==> config.mk <==
export PLATFORM = sky130hd
export DESIGN_NAME = instr_sequencer_flat
export DESIGN_NICKNAME = d
export VERILOG_FILES = /design/src/rtl/instr_sequencer_if.sv /design/src/rtl/instr_sequencer.sv /design/src/flat_wrapper.sv
export SDC_FILE = /design/constraint.sdc
export NUM_CORES = 1
export LEC_CHECK = 0
export ABC_CLOCK_PERIOD_IN_PS = 2900
export CORE_ASPECT_RATIO = 0.6
export CORE_MARGIN = 1.5
export CORE_UTILIZATION = 40
export CTS_BUF_LIST = sky130_fd_sc_hd__clkbuf_4
export DETAILED_ROUTE_END_ITERATION = 8
export GPL_TIMING_DRIVEN = 0
export MAX_ROUTING_LAYER = met4
export PLACE_DENSITY = 0.67
export RECOVER_POWER = 25
export SLEW_MARGIN = 20
export SYNTH_ARGS = -nofsm -noshare
export SYNTH_HDL_FRONTEND = slang
export SYNTH_SLANG_ARGS = --single-unit
==> constraint.sdc <==
create_clock -name CLK -period 2.9 [get_ports CLK]
set_input_delay 0.725 -clock CLK [delete_from_list [all_inputs] [get_ports CLK]]
set_output_delay 0.725 -clock CLK [all_outputs]
set_load 0.05 [all_outputs]
==> src/rtl/instr_sequencer_if.sv <==
// Bus bundle between the instruction sequencer and the rest of the controller:
// decoder feedback, memory wait, interrupt gates, one-hot phase strobes and status.
interface instr_sequencer_if #(
    parameter int CW = 8
);
    // Inputs to the sequencer
    logic          MEM_WAIT;
    logic          SRC_MEM;
    logic          DST_MEM;
    logic          EX_WB;
    logic          op_MUL;
    logic          op_SVC;
    logic          EIT_gate;
    logic          OIT_gate;
    logic          STEP;

    // One-hot phase strobes
    logic          IF0;
    logic          IF1;
    logic          FF0;
    logic          FF1;
    logic          FF2;
    logic          TF0;
    logic          TF1;
    logic          EX0;
    logic          EX1;
    logic          IT0;
    logic          IT1;
    logic          IT2;
    logic          MUL1;
    logic          MUL2_1;
    logic          MUL2_2;
    logic          MUL3;
    logic          MUL4;

    // Status
    logic [CW-1:0] mul_cnt;
    logic          instr_done;

    modport master (
        output MEM_WAIT, SRC_MEM, DST_MEM, EX_WB, op_MUL, op_SVC,
               EIT_gate, OIT_gate, STEP,
        input  IF0, IF1, FF0, FF1, FF2, TF0, TF1, EX0, EX1,
               IT0, IT1, IT2, MUL1, MUL2_1, MUL2_2, MUL3, MUL4,
               mul_cnt, instr_done
    );

    modport slave (
        input  MEM_WAIT, SRC_MEM, DST_MEM, EX_WB, op_MUL, op_SVC,
               EIT_gate, OIT_gate, STEP,
        output IF0, IF1, FF0, FF1, FF2, TF0, TF1, EX0, EX1,
               IT0, IT1, IT2, MUL1, MUL2_1, MUL2_2, MUL3, MUL4,
               mul_cnt, instr_done
    );
endinterface

==> src/rtl/instr_sequencer.sv <==
// Instruction phase sequencer: fetch, operand fetch, execute, multiply loop and
// interrupt entry. Define SEQ_SINGLE_STEP_EN to gate every instruction on a STEP edge.
module instr_sequencer #(
    parameter int MUL_ITER = 16,
    parameter int CW       = 8
) (
    input  logic             CLK,
    input  logic             CLR,
    instr_sequencer_if.slave bus
);

    typedef enum logic [4:0] {
        S_IF0    = 5'd0,
        S_IF1    = 5'd1,
        S_FF0    = 5'd2,
        S_FF1    = 5'd3,
        S_FF2    = 5'd4,
        S_TF0    = 5'd5,
        S_TF1    = 5'd6,
        S_EX0    = 5'd7,
        S_EX1    = 5'd8,
        S_IT0    = 5'd9,
        S_IT1    = 5'd10,
        S_IT2    = 5'd11,
        S_MUL1   = 5'd12,
        S_MUL2_1 = 5'd13,
        S_MUL2_2 = 5'd14,
        S_MUL3   = 5'd15,
        S_MUL4   = 5'd16
    } state_t;

    localparam int NSTATES = 17;

    state_t               state;
    state_t               next_state;
    logic [NSTATES-1:0]   strobe_q;
    logic [CW-1:0]        cnt_q;
    logic                 end_of_instr;
    logic                 done_c;
    logic                 irq;
    logic                 mul_last;
    logic                 if0_go;

`ifdef SEQ_SINGLE_STEP_EN
    logic step_q;
    logic step_hold;
    logic step_rise;

    assign step_rise = bus.STEP & ~step_q;
    assign if0_go    = ~step_hold;

    // Hold is armed on every entry into IF0 and released by a STEP rising edge seen in IF0.
    always_ff @(posedge CLK or negedge CLR) begin
        if (!CLR) begin
            step_q    <= 1'b0;
            step_hold <= 1'b1;
        end else begin
            step_q <= bus.STEP;
            if (next_state == S_IF0 && state != S_IF0)
                step_hold <= 1'b1;
            else if (state == S_IF0 && step_hold && step_rise)
                step_hold <= 1'b0;
        end
    end
`else
    logic unused_step;

    assign unused_step = bus.STEP;
    assign if0_go      = 1'b1;
`endif

    assign irq      = bus.EIT_gate | bus.OIT_gate;
    assign mul_last = (cnt_q == CW'(MUL_ITER - 1));

    always_comb begin
        // NOTE: every output of this block gets a default first, so no path can infer a latch.
        next_state   = S_IF0;
        end_of_instr = 1'b0;
        done_c       = 1'b0;

        case (state)
            S_IF0:    next_state = (if0_go && !bus.MEM_WAIT) ? S_IF1 : S_IF0;
            S_IF1: begin
                if (bus.op_SVC)       next_state = S_IT0;
                else if (bus.op_MUL)  next_state = S_MUL1;
                else if (bus.SRC_MEM) next_state = S_FF0;
                else if (bus.DST_MEM) next_state = S_TF0;
                else                  next_state = S_EX0;
            end
            S_FF0:    next_state = S_FF1;
            S_FF1:    next_state = bus.MEM_WAIT ? S_FF1 : S_FF2;
            S_FF2:    next_state = bus.DST_MEM ? S_TF0 : S_EX0;
            S_TF0:    next_state = S_TF1;
            S_TF1:    next_state = bus.MEM_WAIT ? S_TF1 : S_EX0;
            S_EX0: begin
                if (bus.EX_WB) next_state   = S_EX1;
                else           end_of_instr = 1'b1;
            end
            S_EX1: begin
                if (bus.MEM_WAIT) next_state   = S_EX1;
                else              end_of_instr = 1'b1;
            end
            S_IT0:    next_state = S_IT1;
            S_IT1:    next_state = bus.MEM_WAIT ? S_IT1 : S_IT2;
            S_IT2: begin
                // Interrupt entry completes unconditionally; pending requests wait for the next instruction.
                next_state = S_IF0;
                done_c     = 1'b1;
            end
            S_MUL1:   next_state = S_MUL2_1;
            S_MUL2_1: next_state = S_MUL2_2;
            S_MUL2_2: next_state = mul_last ? S_MUL3 : S_MUL2_1;
            S_MUL3:   next_state = S_MUL4;
            S_MUL4:   end_of_instr = 1'b1;
            default:  next_state = S_IF0;
        endcase

        if (end_of_instr) begin
            done_c     = 1'b1;
            next_state = irq ? S_IT0 : S_IF0;
        end
    end

    // Strobes are registered from the decoded next state, so they are glitch-free and always one-hot.
    always_ff @(posedge CLK or negedge CLR) begin
        // NOTE: sequential state uses non-blocking assignments only; blocking here would race other flops.
        if (!CLR) begin
            state    <= S_IF0;
            strobe_q <= NSTATES'(1);
            cnt_q    <= '0;
        end else begin
            state    <= next_state;
            strobe_q <= NSTATES'(1) << next_state;
            if (state == S_MUL1)
                cnt_q <= '0;
            else if (state == S_MUL2_2 && !mul_last)
                cnt_q <= cnt_q + CW'(1);
        end
    end

    assign bus.IF0        = strobe_q[S_IF0];
    assign bus.IF1        = strobe_q[S_IF1];
    assign bus.FF0        = strobe_q[S_FF0];
    assign bus.FF1        = strobe_q[S_FF1];
    assign bus.FF2        = strobe_q[S_FF2];
    assign bus.TF0        = strobe_q[S_TF0];
    assign bus.TF1        = strobe_q[S_TF1];
    assign bus.EX0        = strobe_q[S_EX0];
    assign bus.EX1        = strobe_q[S_EX1];
    assign bus.IT0        = strobe_q[S_IT0];
    assign bus.IT1        = strobe_q[S_IT1];
    assign bus.IT2        = strobe_q[S_IT2];
    assign bus.MUL1       = strobe_q[S_MUL1];
    assign bus.MUL2_1     = strobe_q[S_MUL2_1];
    assign bus.MUL2_2     = strobe_q[S_MUL2_2];
    assign bus.MUL3       = strobe_q[S_MUL3];
    assign bus.MUL4       = strobe_q[S_MUL4];
    assign bus.mul_cnt    = cnt_q;
    assign bus.instr_done = done_c;

endmodule

==> src/flat_wrapper.sv <==
// flat-port wrapper written by rule: the top's interface ports become plain ports
module instr_sequencer_flat 
#(
    parameter int MUL_ITER = 16,
    parameter int CW       = 8
)
  (CLK, CLR, bus_MEM_WAIT, bus_SRC_MEM, bus_DST_MEM, bus_EX_WB, bus_op_MUL, bus_op_SVC, bus_EIT_gate, bus_OIT_gate, bus_STEP, bus_IF0, bus_IF1, bus_FF0, bus_FF1, bus_FF2, bus_TF0, bus_TF1, bus_EX0, bus_EX1, bus_IT0, bus_IT1, bus_IT2, bus_MUL1, bus_MUL2_1, bus_MUL2_2, bus_MUL3, bus_MUL4, bus_mul_cnt, bus_instr_done);
  instr_sequencer_if #(.CW(CW)) bus_i ();
  input  logic CLK;
  input  logic CLR;
  input wire logic [$bits(bus_i.MEM_WAIT)-1:0] bus_MEM_WAIT;
  input wire logic [$bits(bus_i.SRC_MEM)-1:0] bus_SRC_MEM;
  input wire logic [$bits(bus_i.DST_MEM)-1:0] bus_DST_MEM;
  input wire logic [$bits(bus_i.EX_WB)-1:0] bus_EX_WB;
  input wire logic [$bits(bus_i.op_MUL)-1:0] bus_op_MUL;
  input wire logic [$bits(bus_i.op_SVC)-1:0] bus_op_SVC;
  input wire logic [$bits(bus_i.EIT_gate)-1:0] bus_EIT_gate;
  input wire logic [$bits(bus_i.OIT_gate)-1:0] bus_OIT_gate;
  input wire logic [$bits(bus_i.STEP)-1:0] bus_STEP;
  output wire logic [$bits(bus_i.IF0)-1:0] bus_IF0;
  output wire logic [$bits(bus_i.IF1)-1:0] bus_IF1;
  output wire logic [$bits(bus_i.FF0)-1:0] bus_FF0;
  output wire logic [$bits(bus_i.FF1)-1:0] bus_FF1;
  output wire logic [$bits(bus_i.FF2)-1:0] bus_FF2;
  output wire logic [$bits(bus_i.TF0)-1:0] bus_TF0;
  output wire logic [$bits(bus_i.TF1)-1:0] bus_TF1;
  output wire logic [$bits(bus_i.EX0)-1:0] bus_EX0;
  output wire logic [$bits(bus_i.EX1)-1:0] bus_EX1;
  output wire logic [$bits(bus_i.IT0)-1:0] bus_IT0;
  output wire logic [$bits(bus_i.IT1)-1:0] bus_IT1;
  output wire logic [$bits(bus_i.IT2)-1:0] bus_IT2;
  output wire logic [$bits(bus_i.MUL1)-1:0] bus_MUL1;
  output wire logic [$bits(bus_i.MUL2_1)-1:0] bus_MUL2_1;
  output wire logic [$bits(bus_i.MUL2_2)-1:0] bus_MUL2_2;
  output wire logic [$bits(bus_i.MUL3)-1:0] bus_MUL3;
  output wire logic [$bits(bus_i.MUL4)-1:0] bus_MUL4;
  output wire logic [$bits(bus_i.mul_cnt)-1:0] bus_mul_cnt;
  output wire logic [$bits(bus_i.instr_done)-1:0] bus_instr_done;
  assign bus_i.MEM_WAIT = bus_MEM_WAIT;
  assign bus_i.SRC_MEM = bus_SRC_MEM;
  assign bus_i.DST_MEM = bus_DST_MEM;
  assign bus_i.EX_WB = bus_EX_WB;
  assign bus_i.op_MUL = bus_op_MUL;
  assign bus_i.op_SVC = bus_op_SVC;
  assign bus_i.EIT_gate = bus_EIT_gate;
  assign bus_i.OIT_gate = bus_OIT_gate;
  assign bus_i.STEP = bus_STEP;
  assign bus_IF0 = bus_i.IF0;
  assign bus_IF1 = bus_i.IF1;
  assign bus_FF0 = bus_i.FF0;
  assign bus_FF1 = bus_i.FF1;
  assign bus_FF2 = bus_i.FF2;
  assign bus_TF0 = bus_i.TF0;
  assign bus_TF1 = bus_i.TF1;
  assign bus_EX0 = bus_i.EX0;
  assign bus_EX1 = bus_i.EX1;
  assign bus_IT0 = bus_i.IT0;
  assign bus_IT1 = bus_i.IT1;
  assign bus_IT2 = bus_i.IT2;
  assign bus_MUL1 = bus_i.MUL1;
  assign bus_MUL2_1 = bus_i.MUL2_1;
  assign bus_MUL2_2 = bus_i.MUL2_2;
  assign bus_MUL3 = bus_i.MUL3;
  assign bus_MUL4 = bus_i.MUL4;
  assign bus_mul_cnt = bus_i.mul_cnt;
  assign bus_instr_done = bus_i.instr_done;
  instr_sequencer #(.MUL_ITER(MUL_ITER), .CW(CW)) u_core (.CLK(CLK), .CLR(CLR), .bus(bus_i));
endmodule
==> metrics.log <==
[metrics] status: complete, but fails checks
[metrics] violated checks: max-capacitance violations
[metrics] I/O Buffers: 34
[metrics] proportion of layout cells with a drive suffix above 1: 0.120
[metrics] Remaining DRCs: 0
[metrics] synthesized netlist cell count: 158
[metrics] share of power burned in registers: 0.272
[metrics] family of cells with the greatest summed delay on the critical path: buffers and inverters
[metrics] H-tree depth reported by CTS: 2
[metrics] R2R depth: 8
[metrics] Post-Synthesis Net Count: 170
[metrics] Initial Util: 0.419
[metrics] Clock Pin Slew Worst Setup and Hold Paths: 0.09 ns
[metrics] share of synthesized area occupied by flip-flops and latches: 0.487
[metrics] share of the synthesized area in the top cell type: 0.470
[metrics] class of the tightest hold or removal check: reg -> reg
[metrics] max-cap check violation count: 1
[metrics] slew at the pin closest to its max-slew limit: 1.50 ns
[metrics] synthesis-to-finish area growth: 29.3%
[metrics] power density over the cells: 1160 nW/um2
[metrics] synthesized-area fraction occupied by ao, oa, aoi and oai cells: 0.144
[metrics] # IOs: 37
[metrics] maximum buffer depth of the clock tree: 2
[metrics] leakage power of the design: 0.857 nW
[metrics] total standard cell area after synthesis: 1540 um2
[metrics] total count of max-transition violations in the final report: 0
[metrics] FF+latch area: 752 um2
[metrics] power dissipated by switching net loads: 0.00118 W
[metrics] hold_buf cts: 0
[metrics] worst-path cell chain: clkbuf_1 > nor3_1 > a2bb2oi_1 > o32ai_2 > clkbuf_2
[metrics] violation count after the first detailed-route iteration: 91
[metrics] global route total overflow: 0
[metrics] share of the cycle needed by the critical path after routing: 0.907
[metrics] count of final setup violators: 0
[metrics] internal reg-to-reg setup slack: 0.44 ns
[metrics] kind of start point of the critical path: flip-flop
[metrics] pin count of the biggest net entering global routing: 31
[metrics] Synth Area in Simple Gates: 0.298
[metrics] Fin. Hold Viols: 0
[metrics] Max FO, Critical Path: 10
[metrics] post-synthesis async set-or-reset flop share: 1.00
[metrics] commonest cells in the netlist: dfrtp_1, nor2_1, nor3_1
[metrics] proportion of power drawn by the clock network: 0.105
[metrics] number of warnings reported in the yosys synthesis log: 0
[metrics] combinational family with the most area after synthesis: simple AND/OR/NAND/NOR gates
[metrics] Min-Delay Startpoint: u_core.state[4]
[metrics] DPL Wire Length: 2830 um
[metrics] mean number of vias per cell: 5.41
[metrics] end-of-flow core utilization: 0.542
[metrics] cell depth of the worst min-delay path: 2
[metrics] library cell with the highest instance count after synthesis: dfrtp_1
[metrics] Relative slew margins: 0.00314
[metrics] fraction of synthesized area in multiplexers: 0.00649
[metrics] area of the die: 4250 um2
[metrics] global placer's final weighted congestion: 0.906
[metrics] slowest stage delay, CP: 0.39 ns
[metrics] final-layout fill cell count: 338
[metrics] adder and majority gate portion of the synthesized area: 0.00811
[metrics] Setup CP Type: reg -> out
[metrics] clock skew: 0.0157 ns
[metrics] FMAX: 0.380 GHz
[metrics] area of the multi-input gates: 729 um2
[metrics] number of synthesized flops with an enable pin: 0
[metrics] clock buffer count from CTS: 5
[metrics] antenna violations before repair: 0
[metrics] shortest clock period the worst path allows after layout: 2.63 ns
[metrics] Internal Pwr Total: 0.00114 W
[metrics] first-pass iteration count of the detailed router: 4
[metrics] sinks on the clock net: 30
[metrics] Reg-to-Reg End: u_core.bus.mul_cnt[6]
[metrics] Crit path buffers/inverters: 2
[metrics] parity-gate share of the synthesized area counting xor and xnor cells: 0.0114
[metrics] switching part of the total power: 0.508
[metrics] post-placement worst setup slack: -0.116 ns
[metrics] first-pass GRT wire length: 6270 um
[metrics] buffer cell driving the clock tree root: clkbuf_4
[metrics] net count reported at finish: 211
[metrics] aggregate global-route resource usage: 0.196
[metrics] CP Capture Type: primary output
[metrics] die width: 83.2 um
[metrics] Worst Hold Path EP: u_core.strobe_q[4]
[metrics] vias post-DR: 1336
[metrics] via count of the first global-routing pass: 1291
[metrics] library cells used by synthesis: 47
[metrics] Peak supply drop: 0.520 mV
[metrics] cell row count: 17
[metrics] RSZ-0062 raised after global routing: no
[metrics] Crit-path slowest cell: dfrtp_1
[metrics] detailed-route wire length per cell: 15.0 um
[metrics] cell type contributing the most total cell area after synthesis: dfrtp_1
[metrics] reg-to-reg critical path startpoint: u_core.state[0]
[metrics] vertical die dimension: 51.1 um
[metrics] final worst slack: 0.269 ns
[metrics] CP arrival: 1.91 ns
[metrics] post-detailed-routing wire length: 3690 um
[metrics] cell types with the largest area share after synthesis: dfrtp_1, nor2_1, nor3_1
[metrics] Syn Area/Cell: 9.76 um2
[metrics] clock tree from TritonCTS: built
[metrics] core area: 3680 um2
[metrics] total inserted antenna cells: 0
[metrics] clock insertion delay at the later pin of the skew report: 0.32 ns
[metrics] relative contribution of combinational cells to total power: 0.623
[metrics] sum of negative setup slack: 0 ns
[metrics] Post-CTS Setup Inserts: 0
[metrics] prevailing post-synth register cell: dfrtp_1
[metrics] # resized after CTS: 1
[metrics] number of flip-flops and latches in the synthesized netlist: 30
[metrics] post-detailed-route count of antenna-violating nets: 0
[metrics] CP required: 2.17 ns
[cells in the final DEF, fill, tap and decap left out, types with 2 or more instances in the layout]
master,count
buf_2,4
nor4_1,4
o211ai_1,3
or2_1,2
inv_1,5
a21oi_1,2
dfrtp_1,29
nand2b_1,8
nor2b_1,4
o2111ai_1,2
or4_1,2
xor2_1,2
o31ai_1,4
clkbuf_4,7
nor3_1,13
nand3_1,4
o21ai_1,6
clkdlybuf4s50_1,32
or3_1,2
and2_1,3
a21o_1,2
nor2_1,18
and3_1,3
clkbuf_1,5
nand2_1,8
[state kept, by name (all words and copies together), names as in the netlist]
name	cells
u_core.bus.mul_cnt	8
u_core.state	5
u_core.strobe_q	17
[metal layers]
| layer | vias up | GRT usage | part of all wire |
|---|---|---|---|
| met1 | 637 | 0.258 | 0.48 |
| met4 | 0 | 0.0722 | 0.0097 |
| met2 | 44 | 0.289 | 0.45 |
| li1 | 651 | - | - |
| met5 | - | - | 0 |
| met3 | 4 | 0.0614 | 0.064 |
[cell families (layout without fill, tap and decap cells)]
| family | Yosys count | count (layout) |
|---|---|---|
| mux | 1 | 1 |
| flops | 30 | 30 |
| xor+xnor | 2 | 2 |
| simple gates | 81 | 81 |
| fa+ha+maj | 1 | 1 |
| buf+inv | 15 | 57 |
| compound gates | 28 | 28 |
[worst max-delay path by stage]
stage	to	depth (start not counted)	slack [ns]	startpoint
floorplan	bus_instr_done	4	0.43	bus_MEM_WAIT
global placement	bus_instr_done	4	-0.09	bus_EX_WB
detailed placement	bus_instr_done	4	-0.12	bus_EX_WB
CTS	bus_instr_done	5	0.03	u_core.state[0]
global route	bus_instr_done	5	0.18	u_core.state[1]
finish	bus_instr_done	5	0.27	u_core.state[0]
[worst min-delay path: stages (launching register included)]
cell	delay, ns
dfrtp_1	0.35
or3_4	0.15
nor3_1	0.05
[power by group through the flow]
| stage | logic, W | clock network (W) | registers [W] |
|---|---|---|---|
| CTS | 0.00144 | 0.000248 | 0.000630 |
| floorplan | 0.000729 | 0 | 0.000945 |
| global placement | 0.00142 | 0 | 0.000631 |
| finish | 0.00144 | 0.000244 | 0.000630 |
| detailed placement | 0.00144 | 0 | 0.000637 |
| global route | 0.00155 | 0.000276 | 0.000648 |
[stage by stage]
stage | cell area [um2] | total power [W] | hold slack [ns] | cells
after global routing | 1990 | 0.00248 | 0.587 | 247
after detailed placement | 1940 | 0.00208 | 0.549 | 239
after CTS | 2000 | 0.00232 | 0.428 | 247
final | 1990 | 0.00232 | 0.569 | 247
after global placement | 1950 | 0.00205 | 0.537 | 239
after floorplan | 1550 | 0.00167 | 0.429 | 158
[area by class of cell]
| class | count | area share |
|---|---|---|
| Tap cell | 47 | 0.0295 |
| Multi-Input combinational cell | 113 | 0.366 |
| Sequential cell | 30 | 0.377 |
| Clock inverter | 1 | 0.00188 |
| Clock buffer | 7 | 0.0263 |
| Timing Repair Buffer | 34 | 0.165 |
| Buffer | 9 | 0.0232 |
| Inverter | 6 | 0.0113 |
No activity file was read; power rests on OpenSTA's default activity.
